`src/rtl/flappy_engine.sv`:
```
// Frame-strobed Flappy Bird game-state engine: bird physics, pipe queue,
// collision, scoring and restart, all advanced only on tick.
module flappy_engine #(
    parameter int NUM_PIPES  = 5,
    parameter int Y_W        = 10,
    parameter int X_W        = 8,
    parameter int SCORE_W    = 8,
    parameter int SKY        = 480,
    parameter int PIPE_GAP   = 240,
    parameter int PIPE_WIDTH = 60,
    parameter int PIPE_ALLOW = 45,
    parameter int BIRD_SZ    = 15,
    parameter int JMP        = 3,
    parameter int GRAV       = 1,
    parameter int START_Y    = 200
) (
    input  logic                       clk,
    input  logic                       rst,
    input  logic                       tick,
    input  logic                       press,
    input  logic [31:0]                rng,
    output logic [1:0]                 state,
    output logic signed [Y_W-1:0]      bird_y,
    output logic [X_W-1:0]             scroll_x,
    output logic [NUM_PIPES*Y_W-1:0]   pipe_c,
    output logic [SCORE_W-1:0]         score,
    output logic                       score_pulse,
    output logic                       die_pulse
);
    // state | meaning
    // IDLE  | waiting for the first flap, nothing moves
    // PLAY  | physics, scrolling, collision and scoring run each tick
    // DEAD  | frozen until a flap returns everything to reset values
    typedef enum logic [1:0] {IDLE = 2'd0, PLAY = 2'd1, DEAD = 2'd2} state_t;

    localparam int HIT_X = PIPE_WIDTH + 2*BIRD_SZ;

    state_t                 st;
    logic signed [Y_W-1:0]  vel;
    logic [Y_W-1:0]         slot [NUM_PIPES];
    logic                   press_q;
    logic                   flap;
    logic                   flap_now;
    logic                   dead;
    logic                   wrap;
    logic                   score_hit;
    logic [X_W-1:0]         scroll_nx;
    logic [Y_W-1:0]         spawn;
    logic signed [31:0]     y_ext, c0_ext, low, high;

    // An edge coinciding with the tick counts for that tick.
    assign flap_now = flap | (press & ~press_q);
    assign spawn    = Y_W'((rng % 32'(SKY - 2*PIPE_ALLOW)) + 32'(PIPE_ALLOW));
    assign state    = st;

    for (genvar g = 0; g < NUM_PIPES; g++) begin : g_pipe
        assign pipe_c[g*Y_W +: Y_W] = slot[g];
    end

    // Pipe centres are unsigned heights; only the bird can go negative.
    always_comb begin
        y_ext  = 32'(bird_y);
        c0_ext = signed'(32'(slot[0]));
        if (slot[0] != '0 && int'(scroll_x) < HIT_X) begin
            low  = c0_ext - PIPE_ALLOW;
            high = c0_ext + PIPE_ALLOW;
        end else begin
            low  = 0;
            high = SKY;
        end
        dead      = (y_ext - BIRD_SZ < low) || (y_ext + BIRD_SZ >= high);
        wrap      = !(scroll_x < X_W'(PIPE_GAP - 1));
        scroll_nx = wrap ? '0 : scroll_x + 1'b1;
        score_hit = !wrap && (scroll_nx == X_W'(HIT_X)) && (slot[0] != '0)
                    && (score != '1);
    end

    always_ff @(posedge clk or posedge rst) begin
        if (rst) begin
            st          <= IDLE;
            bird_y      <= Y_W'(START_Y);
            vel         <= '0;
            scroll_x    <= '0;
            score       <= '0;
            score_pulse <= 1'b0;
            die_pulse   <= 1'b0;
            flap        <= 1'b0;
            press_q     <= 1'b1;
            for (int i = 0; i < NUM_PIPES; i++) slot[i] <= '0;
        end else begin
            press_q     <= press;
            score_pulse <= 1'b0;
            die_pulse   <= 1'b0;
            if (!tick) begin
                flap <= flap_now;
            end else begin
                flap <= 1'b0;
                case (st)
                    IDLE: begin
                        if (flap_now) begin
                            st  <= PLAY;
                            vel <= Y_W'(JMP);
                        end
                    end
                    PLAY: begin
                        if (dead) begin
                            st        <= DEAD;
                            die_pulse <= 1'b1;
                        end else begin
                            bird_y   <= bird_y + vel;
                            vel      <= flap_now ? Y_W'(JMP) : vel - Y_W'(GRAV);
                            scroll_x <= scroll_nx;
                            if (wrap) begin
                                for (int i = 0; i < NUM_PIPES-1; i++) slot[i] <= slot[i+1];
                                slot[NUM_PIPES-1] <= spawn;
                            end
                            if (score_hit) begin
                                score       <= score + 1'b1;
                                score_pulse <= 1'b1;
                            end
                        end
                    end
                    DEAD: begin
                        if (flap_now) begin
                            st       <= IDLE;
                            bird_y   <= Y_W'(START_Y);
                            vel      <= '0;
                            scroll_x <= '0;
                            score    <= '0;
                            for (int i = 0; i < NUM_PIPES; i++) slot[i] <= '0;
                        end
                    end
                    default: st <= IDLE;
                endcase
            end
        end
    end
endmodule

```
`config.mk`:
```
export PLATFORM = sky130hd
export DESIGN_NAME = flappy_engine
export DESIGN_NICKNAME = d
export VERILOG_FILES = /design/src/rtl/flappy_engine.sv
export SDC_FILE = /design/constraint.sdc
export NUM_CORES = 1
export LEC_CHECK = 0
export ABC_CLOCK_PERIOD_IN_PS = 8200
export CAP_MARGIN = 30
export CORE_MARGIN = 2
export CORE_UTILIZATION = 55
export DETAILED_ROUTE_END_ITERATION = 8
export GPL_ROUTABILITY_DRIVEN = 1
export HOLD_SLACK_MARGIN = 0.05
export PLACE_DENSITY = 0.86
export SYNTH_ARGS = -nofsm -noshare
export SYNTH_HDL_FRONTEND = slang
export SYNTH_SLANG_ARGS = --single-unit
```
`constraint.sdc`:
```
create_clock -name clk -period 8.2 [get_ports clk]
set_clock_uncertainty 0.15 [all_clocks]
set_input_delay 0.82 -clock clk [delete_from_list [all_inputs] [get_ports clk]]
set_output_delay 0.82 -clock clk [all_outputs]
set_load 0.02 [all_outputs]
```
==> impl_results.md, run 1 <==
* Outcome: stopped before the end
* Last stage: global routing (5_1_grt)
* Error message: [ERROR GRT-0232] Routing congestion too high. Check the congestion heatmap in the GUI.
* Synth warn at 0
* FFs w/ async S/R, synth at 100.0%
* Synth top area share at 14.17%
* Syn_nets at 2189
* Adder-cell share of the synthesized area at 4.196%
* Mux share of post-synthesis cell area at 3.833%
* Clock buffer depth at 2
* Total global-route track usage at 91.47%
* Post-synthesis cell count at 2108
* I/O pins at 116
* Hold buffers post-CTS at 0
* Synth unique cells at 146
* Die X at 172.1 µm
* Post-synth top flop: dfrtp_1
* Die Height at 172.1 µm
* Rows at 61
* Initial Util at 55.92%
* Global route total overflow at 803
* Crit. endpoint post-GRT repair: pipe_c[46]$_DFFE_PP0P_/D
* Synth Area in Simple Gates at 29.80%
* Compound-Gate Fraction of Synth Area at 35.28%
* CTS Buf Count at 9
* Register area share after synthesis at 14.85%
* Routability Congestion at 1.008
* Register bit total from synthesis at 92
* Synth Area in XOR/XNOR at 7.844%
* Post-synth top area cell: dfrtp_1
* Post-Place Cells at 3085
* Ranking of synthesized cells by area: dfrtp_1, nand2_1, xnor2_1, a21oi_1, nor2_1
* Clk root buf: clkbuf_16
* Worst EP kind: register data pin
* CTS sink count at 92
* Largest family of logic cells by synthesized area: compound AO/OA/AOI/OAI gates
* IO buf count at 115
* H-Tree Depth at 3
* Post-synth EDFFs at 0
* Mapped Area at 15540 µm²
* Largest net degree at the start of global routing at 80
* Detailed Place HPWL at 45.01 mm
* Syn avg cell area at 7.370 µm²
-- metrics by stage --
step | area (µm²) | worst slack [ns]
2_1_floorplan | 16150 | -10.14
3_3_place_gp | 21720 | -11.30
3_5_place_dp | 21720 | -12.15
4_1_cts | 23800 | -10.73
-- Yosys cell counts, drive strengths merged (28+ instances only) --
cell / number
a211oi: 34
a21oi: 130
a31oi: 37
and2: 40
buf: 37
clkbuf: 75
dfrtp: 88
ha: 44
inv: 44
mux2i: 31
nand2: 274
nand2b: 31
nand3: 67
nand3b: 51
nor2: 149
nor3: 85
o211ai: 28
o21a: 30
o21ai: 146
or3: 34
xnor2: 90
xor2: 44
-- logic make-up after synthesis --
group           count (synthesis)
xor+xnor                      134
mux                            54
compound gates                728
simple gates                  888
fa+ha+maj                      53
buf+inv                       159
flops                          92
-- what timing repair did --
item,CTS
resized for setup,300
pin swaps,138
buffers inserted,93
endpoints found under the setup margin,9
-- layer usage --
layer	GRT overflow	global-route usage [%]
met5	8	52.70
met2	461	105.9
met1	27	85.40
met3	20	80.18
met4	287	103.0
==> inputs of run 2 (changes only) <==
--- a/config.mk
+++ b/config.mk
@@ -8,11 +8,10 @@
 export ABC_CLOCK_PERIOD_IN_PS = 8200
 export CAP_MARGIN = 30
 export CORE_MARGIN = 2
-export CORE_UTILIZATION = 55
+export CORE_UTILIZATION = 40
 export DETAILED_ROUTE_END_ITERATION = 8
 export GPL_ROUTABILITY_DRIVEN = 1
-export HOLD_SLACK_MARGIN = 0.05
-export PLACE_DENSITY = 0.86
+export PLACE_DENSITY_LB_ADDON = 0.15
 export SYNTH_ARGS = -nofsm -noshare
 export SYNTH_HDL_FRONTEND = slang
 export SYNTH_SLANG_ARGS = --single-unit
==> run 2 against run 1 <==
Against the previous run:
- the flow now finishes, with violations (negative setup slack)
- synthesized cell count is the same
- synthesized area unchanged
==> impl_results.md, run 2 <==
* Overall routed net length at 58.67 mm
* Crit path time final at 19.16 ns
* Setup_tns at -97.71 ns
* Outcome: finished with violations
* TritonCTS clock tree: done
* CTS Buf Count at 9
* Clk root buf: clkbuf_16
* Synth unique cells at 146
* Die Height at 201.1 µm
* IO buf count at 115
* CTS sink count at 92
* Initial antenna violation count at 1
* Die X at 201.1 µm
* Clk Latency, worst-skew pair at 0.36 ns
* Final #Nets at 2956
* Worst endpoint data arrival time at 19.26 ns
* Syn avg cell area at 7.370 µm²
* Total core area at 38470 µm²
* Clock buffer depth at 2
* Ranking of synthesized cells by area: dfrtp_1, nand2_1, xnor2_1, a21oi_1, nor2_1
* Critical path origin: rng[27]
* Global-route wire length before repair at 93.38 mm
* Worst path slowest cell: or4_4
* Register area share after synthesis at 14.85%
* Critical path type: in -> reg
* Die area at 40430 µm²
* Synth warn at 0
* CP Capture Type: register
* Share of layout cells above drive strength 1 at 41.81%
* Antenna cell count at 0
* Most common cell in the netlist: nand2_1
* FFs w/ async S/R, synth at 100.0%
* Rows at 72
* Post-synth top area cell: dfrtp_1
* Slew @ Worst Pin at 0.9001 ns
* Max Fanout on Critical Path at 7
* Worst Path Required at 8.30 ns
* Fmax at 0.05219 GHz
* Syn_nets at 2189
* Via count at 19880
* RSZ-0062 raised after global routing: true
* RR Startpoint: pipe_c[0]
* Synth top area share at 14.17%
* CP startpoint kind: input port
* Area delta synth->final at 63.57%
* Leading cell type in the layout, fill and taps excluded: buf_4
* Final instance area at 25410 µm²
* Detailed Place HPWL at 42.77 mm
* Fin crit share at 233.7%
* Failing checks: negative setup slack
* Global route total overflow at 0
* Register bit total from synthesis at 92
* Mapped Area at 15540 µm²
* Rel. slew slack at 39.99%
* Placed cell area at 22080 µm²
* Initial Util at 40.39%
* Post-synth top cells: nand2_1, nor2_1, a21oi_1
* Min-Delay Path Class: reg -> reg
* First DRT Iteration DRCs at 1441
* H-Tree Depth at 3
* Slowest stage delay, CP at 0.58 ns
* Antenna Nets Post-Route at 0
* Most frequent CP cell: buf_6
* Total global-route track usage at 26.79%
* Post-Route Utilization at 66.06%
* Vias in the first global route at 18980
* Hold Fails Final Rpt at 0
* WHS at 0.3446 ns
* Largest net degree at the start of global routing at 72
* Drt via density at 5.852
* Hold path startpoint: pipe_c[11]
* Most frequent cells in the layout: buf_4, nand2_1, nor2_1
* Maxcap violations at 0
* Final setup margin at -10.96 ns
* I/O pins at 116
* Post-synthesis cell count at 2108
* Pre-antenna DRT Iters at 8
* Post-synth top flop: dfrtp_1
* Per-cell routed wire length at 17.27 µm
* Post-synth EDFFs at 0
* DRC viols at 0
* Reg clk slew, reported paths at 0.07 ns
* Hold buffers post-CTS at 0
* Routability Congestion at 0.9304
* Number of flip-flops in the largest register at 50
* Final slew viol count at 0
* Setup violators final at 9
## run 2: cell counts after synthesis
Identical to the previous run, type by type.
## run 2: final timing paths
path,end,depth (start not counted),slack (ns)
worst max-delay path,pipe_c[46],79,-10.96
worst min-delay path,pipe_c[11],2,0.34
worst max register to register,vel[9],30,2.05
worst min register to register,pipe_c[11],2,0.34
max in group asynchronous,vel[1],3,6.08
min in group asynchronous,pipe_c[31],2,0.61
## run 2: cells by family after synthesis
| logic type | synth area share, % |
|---|---|
| AND/OR/NAND/NOR | 29.80 |
| flip-flops | 14.85 |
| AO/OA/AOI/OAI | 35.28 |
| XOR/XNOR | 7.844 |
| buffers and inverters | 4.196 |
| adder cells (fa/ha/maj) | 4.196 |
| multiplexers | 3.833 |
## run 2: timing repair
| item | 4_1_cts | 5_1_grt |
|---|---|---|
| setup buffers | 43 | 93 |
| endpoints found under the setup margin | 9 | 9 |
| gates resized for setup | 113 | 299 |
| pin swaps | 50 | 165 |
| cloned | 2 | 1 |
## run 2: stage by stage
stage,setup WS (ns),std cells
after CTS,-11.08,3307
final,-10.96,3398
after floorplan,-10.14,2108
after global placement,-11.93,3247
after detailed placement,-12.30,3248
after global routing,-11.65,3398
## run 2: final cells by class
| type | instances | area, µm² |
|---|---|---|
| clock buffer | 9 | 225.2 |
| clock inverter | 7 | 92.59 |
| fill | 3268 | 13050 |
| inverter | 47 | 178.9 |
| multi-input combinational | 1859 | 14910 |
| sequential | 92 | 2307 |
| tap | 518 | 648.1 |
| timing repair buffer | 866 | 7049 |
## run 2: critical path, delay by kind of cell
family                   cells  cell delay, ns
AND/OR/NAND/NOR             24            6.53
buffers and inverters       10            1.44
multiplexers                 2            0.70
adder cells (fa/ha/maj)      1            0.16
AO/OA/AOI/OAI               40            9.26
XOR/XNOR                     2            0.30
## run 2: layer usage
layer / GRT usage [%] / routed length (µm) / up-vias
met2: 48.83 / 30320 / 564
met3: 1.412 / 2402 / 99
li1: - / - / 9580
met1: 34.80 / 24690 / 9639
met5: 0 / 13 / -
met4: 5.741 / 1246 / 2
Power of run 2 is left out: the tool's default activity adds up to more than one toggle a clock period on the data nets, which glitch-free logic cannot reach.
==> inputs of run 3 (changes only) <==
--- a/config.mk
+++ b/config.mk
@@ -5,6 +5,7 @@
 export SDC_FILE = /design/constraint.sdc
 export NUM_CORES = 1
 export LEC_CHECK = 0
+export ABC_AREA = 0
 export ABC_CLOCK_PERIOD_IN_PS = 8200
 export CAP_MARGIN = 30
 export CORE_MARGIN = 2
==> results of run 3 <==
Final layout, timing and power as in run 2 (identical DEF).
Power of run 3 is left out for the same reason.
